--- config.mk ---
export PLATFORM = sky130hd
export DESIGN_NAME = sync_pulse_monitor
export DESIGN_NICKNAME = d
export VERILOG_FILES = /design/src/rtl/sync_pulse_monitor.sv
export SDC_FILE = /design/constraint.sdc
export NUM_CORES = 1
export LEC_CHECK = 0
export CAP_MARGIN = 25
export CELL_PAD_IN_SITES_DETAIL_PLACEMENT = 2
export CELL_PAD_IN_SITES_GLOBAL_PLACEMENT = 2
export CORE_MARGIN = 8
export CORE_UTILIZATION = 29
export DETAILED_ROUTE_END_ITERATION = 7
export PLACE_DENSITY = 0.71
export SYNTH_ARGS = -nofsm -noshare
export SYNTH_HDL_FRONTEND = slang
export SYNTH_SLANG_ARGS = --single-unit
--- constraint.sdc ---
create_clock -name clk -period 3.5 [get_ports clk]
set_clock_uncertainty 0.1 [all_clocks]
set_input_delay 0.7 -clock clk [delete_from_list [all_inputs] [get_ports clk]]
set_output_delay 0.7 -clock clk [all_outputs]
set_load 0.1 [all_outputs]
--- src/rtl/sync_pulse_monitor.sv ---
// Measures the spacing of sync strobes, checks each period against the nominal window,
// and runs a lock FSM that flywheels over isolated missed pulses.
module sync_pulse_monitor #(
    parameter int CNT_W  = 32,
    parameter int NOM    = 1000,
    parameter int TOL    = 2,
    parameter int LOCK_N = 3,
    parameter int LOSS_N = 2
) (
    input  logic             clk,
    input  logic             reset,
    input  logic             enable,
    input  logic             pulse_in,
    output logic [CNT_W-1:0] period_out,
    output logic             period_valid,
    output logic             pulse_ok,
    output logic             win_err,
    output logic             missing,
    output logic             locked,
    output logic [1:0]       state
);

    typedef enum logic [1:0] {
        ST_IDLE   = 2'b00,
        ST_SEARCH = 2'b01,
        ST_LOCKED = 2'b10
    } state_t;

    localparam int GOOD_W = $clog2(LOCK_N + 1);
    localparam int MISS_W = $clog2(LOSS_N + 1);

    localparam logic [CNT_W-1:0] WIN_LO  = CNT_W'(NOM - TOL);
    localparam logic [CNT_W-1:0] WIN_HI  = CNT_W'(NOM + TOL);
    localparam logic [CNT_W-1:0] TMO_CNT = CNT_W'(NOM + TOL + 1);
    // After a timeout the virtual pulse sat at NOM, so the count resumes TOL+1 cycles later.
    localparam logic [CNT_W-1:0] FLY_CNT = CNT_W'(TOL + 2);
    localparam logic [CNT_W-1:0] CNT_ONE = CNT_W'(1);

    state_t             state_q;
    logic [CNT_W-1:0]   cnt_q;
    logic [GOOD_W-1:0]  good_q;
    logic [MISS_W-1:0]  miss_q;
    logic [CNT_W-1:0]   period_q;
    logic               period_valid_q;
    logic               pulse_ok_q;
    logic               win_err_q;
    logic               missing_q;
    logic               locked_q;

    logic [CNT_W-1:0]   cnt_d;
    logic [GOOD_W-1:0]  good_d;
    logic [MISS_W-1:0]  miss_d;
    logic               in_win;
    logic               timeout;

    always_comb begin
        cnt_d   = (&cnt_q) ? cnt_q : cnt_q + CNT_ONE;
        good_d  = good_q + GOOD_W'(1);
        miss_d  = miss_q + MISS_W'(1);
        in_win  = (cnt_q >= WIN_LO) && (cnt_q <= WIN_HI);
        timeout = (cnt_q == TMO_CNT) && !pulse_in;
    end

    always_ff @(posedge clk or posedge reset) begin
        if (reset) begin
            state_q        <= ST_IDLE;
            cnt_q          <= '0;
            good_q         <= '0;
            miss_q         <= '0;
            period_q       <= '0;
            period_valid_q <= 1'b0;
            pulse_ok_q     <= 1'b0;
            win_err_q      <= 1'b0;
            missing_q      <= 1'b0;
            locked_q       <= 1'b0;
        end else if (!enable) begin
            state_q        <= ST_IDLE;
            cnt_q          <= '0;
            good_q         <= '0;
            miss_q         <= '0;
            period_q       <= '0;
            period_valid_q <= 1'b0;
            pulse_ok_q     <= 1'b0;
            win_err_q      <= 1'b0;
            missing_q      <= 1'b0;
            locked_q       <= 1'b0;
        end else begin
            period_valid_q <= 1'b0;
            pulse_ok_q     <= 1'b0;
            win_err_q      <= 1'b0;
            missing_q      <= 1'b0;
            cnt_q          <= cnt_d;

            case (state_q)
                ST_IDLE: begin
                    // First pulse only establishes the reference; no period yet.
                    if (pulse_in) begin
                        state_q <= ST_SEARCH;
                        cnt_q   <= CNT_ONE;
                        good_q  <= '0;
                    end
                end

                ST_SEARCH: begin
                    if (pulse_in) begin
                        period_valid_q <= 1'b1;
                        period_q       <= cnt_q;
                        cnt_q          <= CNT_ONE;
                        if (in_win) begin
                            good_q <= good_d;
                            if (good_d == GOOD_W'(LOCK_N)) begin
                                state_q  <= ST_LOCKED;
                                locked_q <= 1'b1;
                                miss_q   <= '0;
                            end
                        end else begin
                            win_err_q <= 1'b1;
                            good_q    <= '0;
                        end
                    end else if (timeout) begin
                        missing_q <= 1'b1;
                        state_q   <= ST_IDLE;
                        good_q    <= '0;
                    end
                end

                ST_LOCKED: begin
                    if (pulse_in) begin
                        period_valid_q <= 1'b1;
                        period_q       <= cnt_q;
                        cnt_q          <= CNT_ONE;
                        if (in_win) begin
                            pulse_ok_q <= 1'b1;
                            miss_q     <= '0;
                        end else begin
                            win_err_q <= 1'b1;
                            state_q   <= ST_SEARCH;
                            locked_q  <= 1'b0;
                            good_q    <= '0;
                        end
                    end else if (timeout) begin
                        missing_q <= 1'b1;
                        if (miss_d == MISS_W'(LOSS_N)) begin
                            state_q  <= ST_IDLE;
                            locked_q <= 1'b0;
                            cnt_q    <= '0;
                            miss_q   <= '0;
                        end else begin
                            miss_q <= miss_d;
                            cnt_q  <= FLY_CNT;
                        end
                    end
                end

                default: begin
                    state_q  <= ST_IDLE;
                    locked_q <= 1'b0;
                    cnt_q    <= '0;
                    good_q   <= '0;
                    miss_q   <= '0;
                end
            endcase
        end
    end

    assign period_out   = period_q;
    assign period_valid = period_valid_q;
    assign pulse_ok     = pulse_ok_q;
    assign win_err      = win_err_q;
    assign missing      = missing_q;
    assign locked       = locked_q;
    assign state        = state_q;

endmodule

==> run metrics, run 1 <==
status=completed; Setup WS pre-CTS=0.602 ns; hold slack=approximately 0.39 ns; # setup viols final=0; gr ovfl total=0; post-synthesis average cell area=10.6 sq um; WL per Instance=between 15 and 20 um; YS warnings=0; vias per inst=5.25; # fillers=between 1000 and 1500; Power, Total=2.21 mW; Synth Cell Area=around 3700 sq um; Hold Crit Depth=1; PortBufs=42; measured slew at the worst slew-check pin=0.815 ns; Root Driver=clkbuf_16; post-CTS setup buffers=0; H-tree Lvls=3; drc violations=0; hold endpoint=miss_q[1]$_DFFE_PP0P_; pwr/cell area=486 nW/um^2; Seq/Total Area, Yosys=50.1%; Worst R2R End=cnt_q[8]$_DFF_PP0_; Final Max Tran Viols=0; CTS clk-pin slew, worst paths=0.06 ns; Slew HR=around 45%; Clock Latency Late Sink=0.34 ns; Ports=43; die area=16800 sq um; Post-CTS Resized=0; largest net degree at the start of global routing=between 70 and 80; post-route ant nets=0; Hold Startpoint=miss_q[1]$_DFFE_PP0P_; Starting Density=29.7%; layout cells sized above 1=18.8%; die height=roughly 130 um; critical path depth=6; Bufs and invs on worst path=0; CP required=3.60 ns; flops & latches, synth=75; Leak=2.03 nW; Seq pwr share=approximately 41%; fin crit period=between 2 and 3 ns; Slowest-stage cell, CP=nor4_2; Yosys cell types=50; Synth Flop Type=dfrtp_1; RSZ-0062 raised after global routing=false; delay-heaviest family, CP=simple AND/OR/NAND/NOR gates; Internal Dissipation=~1.6 mW; hold crit path type=reg -> reg; Crit. End Element=flop; Multi-input gate area=1730 sq um; final period utilization=78.4%; DR pass1 iterations=4; synthesized instance count=roughly 350; Max stage delay on crit path=0.55 ns; die width=130 um; maxcap violations=0; reg2reg start=cnt_q[11]$_DFF_PP0_; Post-synth ARST share=100%; Fin Setup TNS=0 ns; hpwl dp=approximately 7600 um; number of global-route vias before repair=approximately 3300; cts hold-fix bufs=0; CP max FO=31; register area=~1900 sq um; gpl congestion=slightly below 0.8; final core occ=between 30% and 40%; R2R setup slack=roughly 0.75 ns; fmax=364 MHz; GR Util All Layers=approximately 14%; Worst setup SP type=flop; DRT Wirelength=11000 um; Syn-to-layout area delta=21.5%; Sink Count=75; DRT iter0 DRCs=140; Crit path arrival time=2.84 ns; CTS Buffer Depth=2; Net Count, Synth=365; number of antenna diodes=0; # rows=between 40 and 50; TritonCTS buffer count=9; final net count=about 400; crit-path cells=nor4_1, nand4_2, nor4_2, nand2b_1, a211o_2, nor2_1; wire length of the first global-routing pass=about 18000 um; Comb pwr share=14.9%; Core ar.=approximately 13000 sq um; sw frac=roughly 29%; final setup margin=0.755 ns; initial antenna violation count=0; type of the worst setup path=reg -> reg; Sw Pwr=between 0.6 and 0.7 mW; final hold viol count=0; VDD IR max=0.196 mV; via count=2990; Clock power frac=44.2%; CTS tree=built; Post-synth EDFFs=0; Worst Reg-to-Reg Cells=6
## routing by layer
metal,global-route usage [%],share of wire (%),vias up
met5,0,0,-
met4,6.01,1.8,0
met3,3.49,3.8,14
met2,22.1,46,39
met1,18.0,48,1569
li1,-,-,1368
## Yosys cell counts (all sizes together), types with 2 or more instances
master,count,area [sq um]
nand3,18,90.1
nand4,19,155
xnor2,14,123
nor2b,2,12.5
buf,9,63.8
nor2,47,176
ha,7,87.6
o21ai,8,40.0
a21boi,3,22.5
a22o,33,289
nand2b,4,25.0
a21oi,4,20.0
clkbuf,10,37.5
mux2,2,22.5
xor2,15,131
nor3,14,85.1
and4,3,26.3
nor4,13,121
nand2,13,48.8
dfrtp,75,1880
o31ai,3,22.5
inv,10,37.5
a211oi,2,15.0
and3,8,50.1
## kinds of logic (layout without fill, tap and decap cells)
kind of cell             Yosys count  after routing  synth area share, %
adder cells (fa/ha/maj)            7              7                 2.34
XOR/XNOR                          29             29                 6.78
AO/OA/AOI/OAI                     63             63                 13.2
buffers and inverters             29             73                 3.71
multiplexers                       2              2                0.601
AND/OR/NAND/NOR                  149            149                 23.3
flip-flops                        75             75                 50.1
## layout by cell type, fill, tap and decap left out, types with 3 or more instances in the layout
cell,n
xor2_1,15
nor2_1,47
xnor2_1,14
ha_1,7
and4_1,3
dfrtp_1,75
buf_4,43
clkbuf_16,9
nor4_2,4
o31ai_1,3
nand4_1,16
inv_1,9
nand2_1,13
clkdlybuf4s50_1,3
and3_1,8
a21oi_1,4
clkbuf_8,3
nor3_1,11
nand2b_1,4
o21ai_0,6
nor4_1,8
nand3_1,18
a22o_1,33
nor3_2,3
## power groups by stage
stage / Combinational, mW / Clock (mW) / Sequential [mW]
2_1_floorplan: 0.175 / 0 / 0.993
3_3_place_gp: 0.327 / 0 / 0.921
3_5_place_dp: 0.333 / 0 / 0.922
4_1_cts: 0.335 / 1.01 / 0.906
5_1_grt: 0.359 / 1.03 / 0.909
6_report: 0.330 / 0.977 / 0.906
## worst max-delay path by stage
stage,startpoint,endpoint,slack (ns)
after detailed placement,pulse_in,state[0]$_DFFE_PP0P_,0.60
final,cnt_q[11]$_DFF_PP0_,cnt_q[8]$_DFF_PP0_,0.75
after global routing,cnt_q[11]$_DFF_PP0_,cnt_q[2]$_DFF_PP0_,0.60
after CTS,cnt_q[11]$_DFF_PP0_,cnt_q[2]$_DFF_PP0_,0.72
after global placement,pulse_in,state[0]$_DFFE_PP0P_,0.69
after floorplan,reset,cnt_q[0]$_DFF_PP0_,0.79
## final cells by class
class | instances | share of cell area, %
flip-flops and latches | 75 | 41.2
multi-input cells | 250 | 38.1
repair buffers | 47 | 8.19
clock buffers | 13 | 5.94
well taps | 172 | 4.73
clock inverters | 3 | 0.990
inverters | 10 | 0.825
## flip-flops by register name, summed over array words and instances, names as in the netlist
| name | cells |
|---|---|
| cnt_q | 32 |
| period_out | 32 |
| good_q | 2 |
| miss_q | 2 |
| state | 2 |
| locked | 1 |
| missing | 1 |
| period_valid | 1 |
| pulse_ok | 1 |
| win_err | 1 |
## stage by stage
stage | cells | area [sq um]
after floorplan | 354 | 3740
after global placement | 554 | 4240
after detailed placement | 554 | 4240
after CTS | 570 | 4550
after global routing | 570 | 4550
final | 570 | 4550
(Power assumes the default switching activity.)
==> inputs of run 2 (changes only) <==
- PLACE_DENSITY: 0.71 -> 0.73
- clock period: 3.5 -> 2.51 ns (I/O delays scaled with it)
==> run 2 against run 1 <==
Power rose by 48%. Flip-flop and latch count did not move. Global-route usage rose by 0.83 points. Non-clock buffer count rose by 31. Clock power rose by 53%. Final cell count rose by 5.4%. Final area rose by 7.8%. Wire length rose by 4.1%. Core utilization rose by 2.8 points. Clock-buffer cell count fell by 1. Die area did not move. Via count rose by 2.9%. Critical path type unchanged. Largest cell class unchanged.
==> run metrics, run 2 (same netlist as run 1, synthesis figures left out) <==
DRT Wirelength=approximately 11000 um; gpl congestion=0.789; hold crit path type=reg -> reg; layout cells sized above 1=approximately 26%; PortBufs=42; type of the worst setup path=reg -> reg; most frequent cells in the layout=dfrtp_1, buf_4, nor2_1; final period utilization=roughly 93%; CP required=2.63 ns; reg2reg start=cnt_q[20]$_DFF_PP0_; pwr/cell area=668 nW/um^2; Starting Density=between 20% and 30%; fmax=431 MHz; Clock Latency Late Sink=0.35 ns; TritonCTS buffer count=9; Post-CTS Resized=0; initial antenna violation count=0; die width=130 um; measured slew at the worst slew-check pin=about 0.54 ns; Ports=43; status=completed; Root Driver=clkbuf_16; Bufs and invs on worst path=1; Leak=2.20 nW; CTS Buffer Depth=2; post-CTS setup buffers=0; DR pass1 iterations=4; number of antenna diodes=0; DRT iter0 DRCs=167; Max stage delay on crit path=0.40 ns; hpwl dp=8310 um; Power, Total=3.28 mW; Slowest-stage cell, CP=dfrtp_1; wire length of the first global-routing pass=19400 um; CTS tree=built; # rows=41; maxcap violations=0; RSZ-0062 raised after global routing=false; Slew HR=63.5%; Worst setup SP type=flop; VDD IR max=0.464 mV; final net count=435; # fillers=1354; GR Util All Layers=14.9%; fin crit period=2.32 ns; cts hold-fix bufs=0; Crit path arrival time=about 2.4 ns; Syn-to-layout area delta=30.9%; number of global-route vias before repair=3527; final hold viol count=0; Crit. End Element=flop; drc violations=0; H-tree Lvls=3; die height=130 um; Sink Count=75; Fin Setup TNS=0 ns; gr ovfl total=0; Hold Startpoint=miss_q[1]$_DFFE_PP0P_; CTS clk-pin slew, worst paths=0.06 ns; Final Max Tran Viols=0; start point of the critical path=cnt_q[20]$_DFF_PP0_; # setup viols final=0; Core ar.=12600 sq um; WL per Instance=19.1 um; delay-heaviest family, CP=simple AND/OR/NAND/NOR gates; via count=3077; die area=16800 sq um; post-route ant nets=0; vias per inst=about 5.1; crit-path cells=nor4_2, nand4_2, nor4b_4, buf_4, o221ai_2, mux2_1; CP max FO=7; most common cell after layout, fill and taps aside=dfrtp_1; largest net degree at the start of global routing=51
## run 2: cell types whose count changed in the layout (fill, tap and decap cells not counted), sizes merged
| cell | delta |
|---|---|
| inv | -1 |
| clkbuf | -1 |
| buf | +31 |
| clkinv | +1 |
| bufinv | +2 |
| clkinvlp | -1 |
## run 2: worst register-to-register path: stages, from the launching register on
cell and delay, ns:
dfrtp_1 0.40, nor4_2 0.36, nand4_2 0.30, nor4b_4 0.37, buf_4 0.21, o221ai_2 0.12
mux2_1 0.33
## run 2: where the power goes
group,internal (mW),switching [mW]
clock,0.974,0.514
combinational,0.158,0.362
sequential,1.23,0.0332
## run 2: worst paths after layout
| check | end | slack [ns] | cells past startpoint |
|---|---|---|---|
| worst min-delay path | miss_q[1]$_DFFE_PP0P_ | 0.40 | 1 |
| min in group asynchronous | missing$_DFF_PP0_ | 0.47 | 3 |
| worst min register to register | miss_q[1]$_DFFE_PP0P_ | 0.40 | 1 |
| worst max-delay path | miss_q[0]$_DFFE_PP0P_ | 0.19 | 6 |
| max in group asynchronous | cnt_q[21]$_DFF_PP0_ | 1.55 | 3 |
| worst max register to register | miss_q[0]$_DFFE_PP0P_ | 0.19 | 6 |
## run 2: cell type report
type	instances	area [sq um]	share of cell area [%]
sequential	75	1880	38.3
tap	172	215	4.39
multi-input combinational	250	1760	36.0
timing repair buffer	78	668	13.6
inverter	10	41.3	0.842
clock buffer	12	236	4.82
clock inverter	4	98.8	2.02
## run 2: per-stage QoR
| step | setup slack (ns) | instances | utilization (%) | cell area (sq um) | hold WS, ns |
|---|---|---|---|---|---|
| after floorplan | -0.00858 | 354 | - | 3750 | 0.357 |
| after global placement | 0.169 | 585 | 35.9 | 4540 | 0.369 |
| after detailed placement | 0.0616 | 585 | 35.9 | 4540 | 0.394 |
| after CTS | 0.0569 | 601 | 38.6 | 4870 | 0.406 |
| after global routing | 0.00399 | 601 | 38.9 | 4900 | 0.425 |
| final | 0.187 | 601 | 38.9 | 4900 | 0.395 |
## run 2: routing by layer
metal	wire length (um)	track usage (%)	up-vias
li1	-	-	1433
met1	5400	19.1	1583
met2	5480	24.1	46
met3	388	2.67	15
met4	209	6.35	0
met5	0	0	-
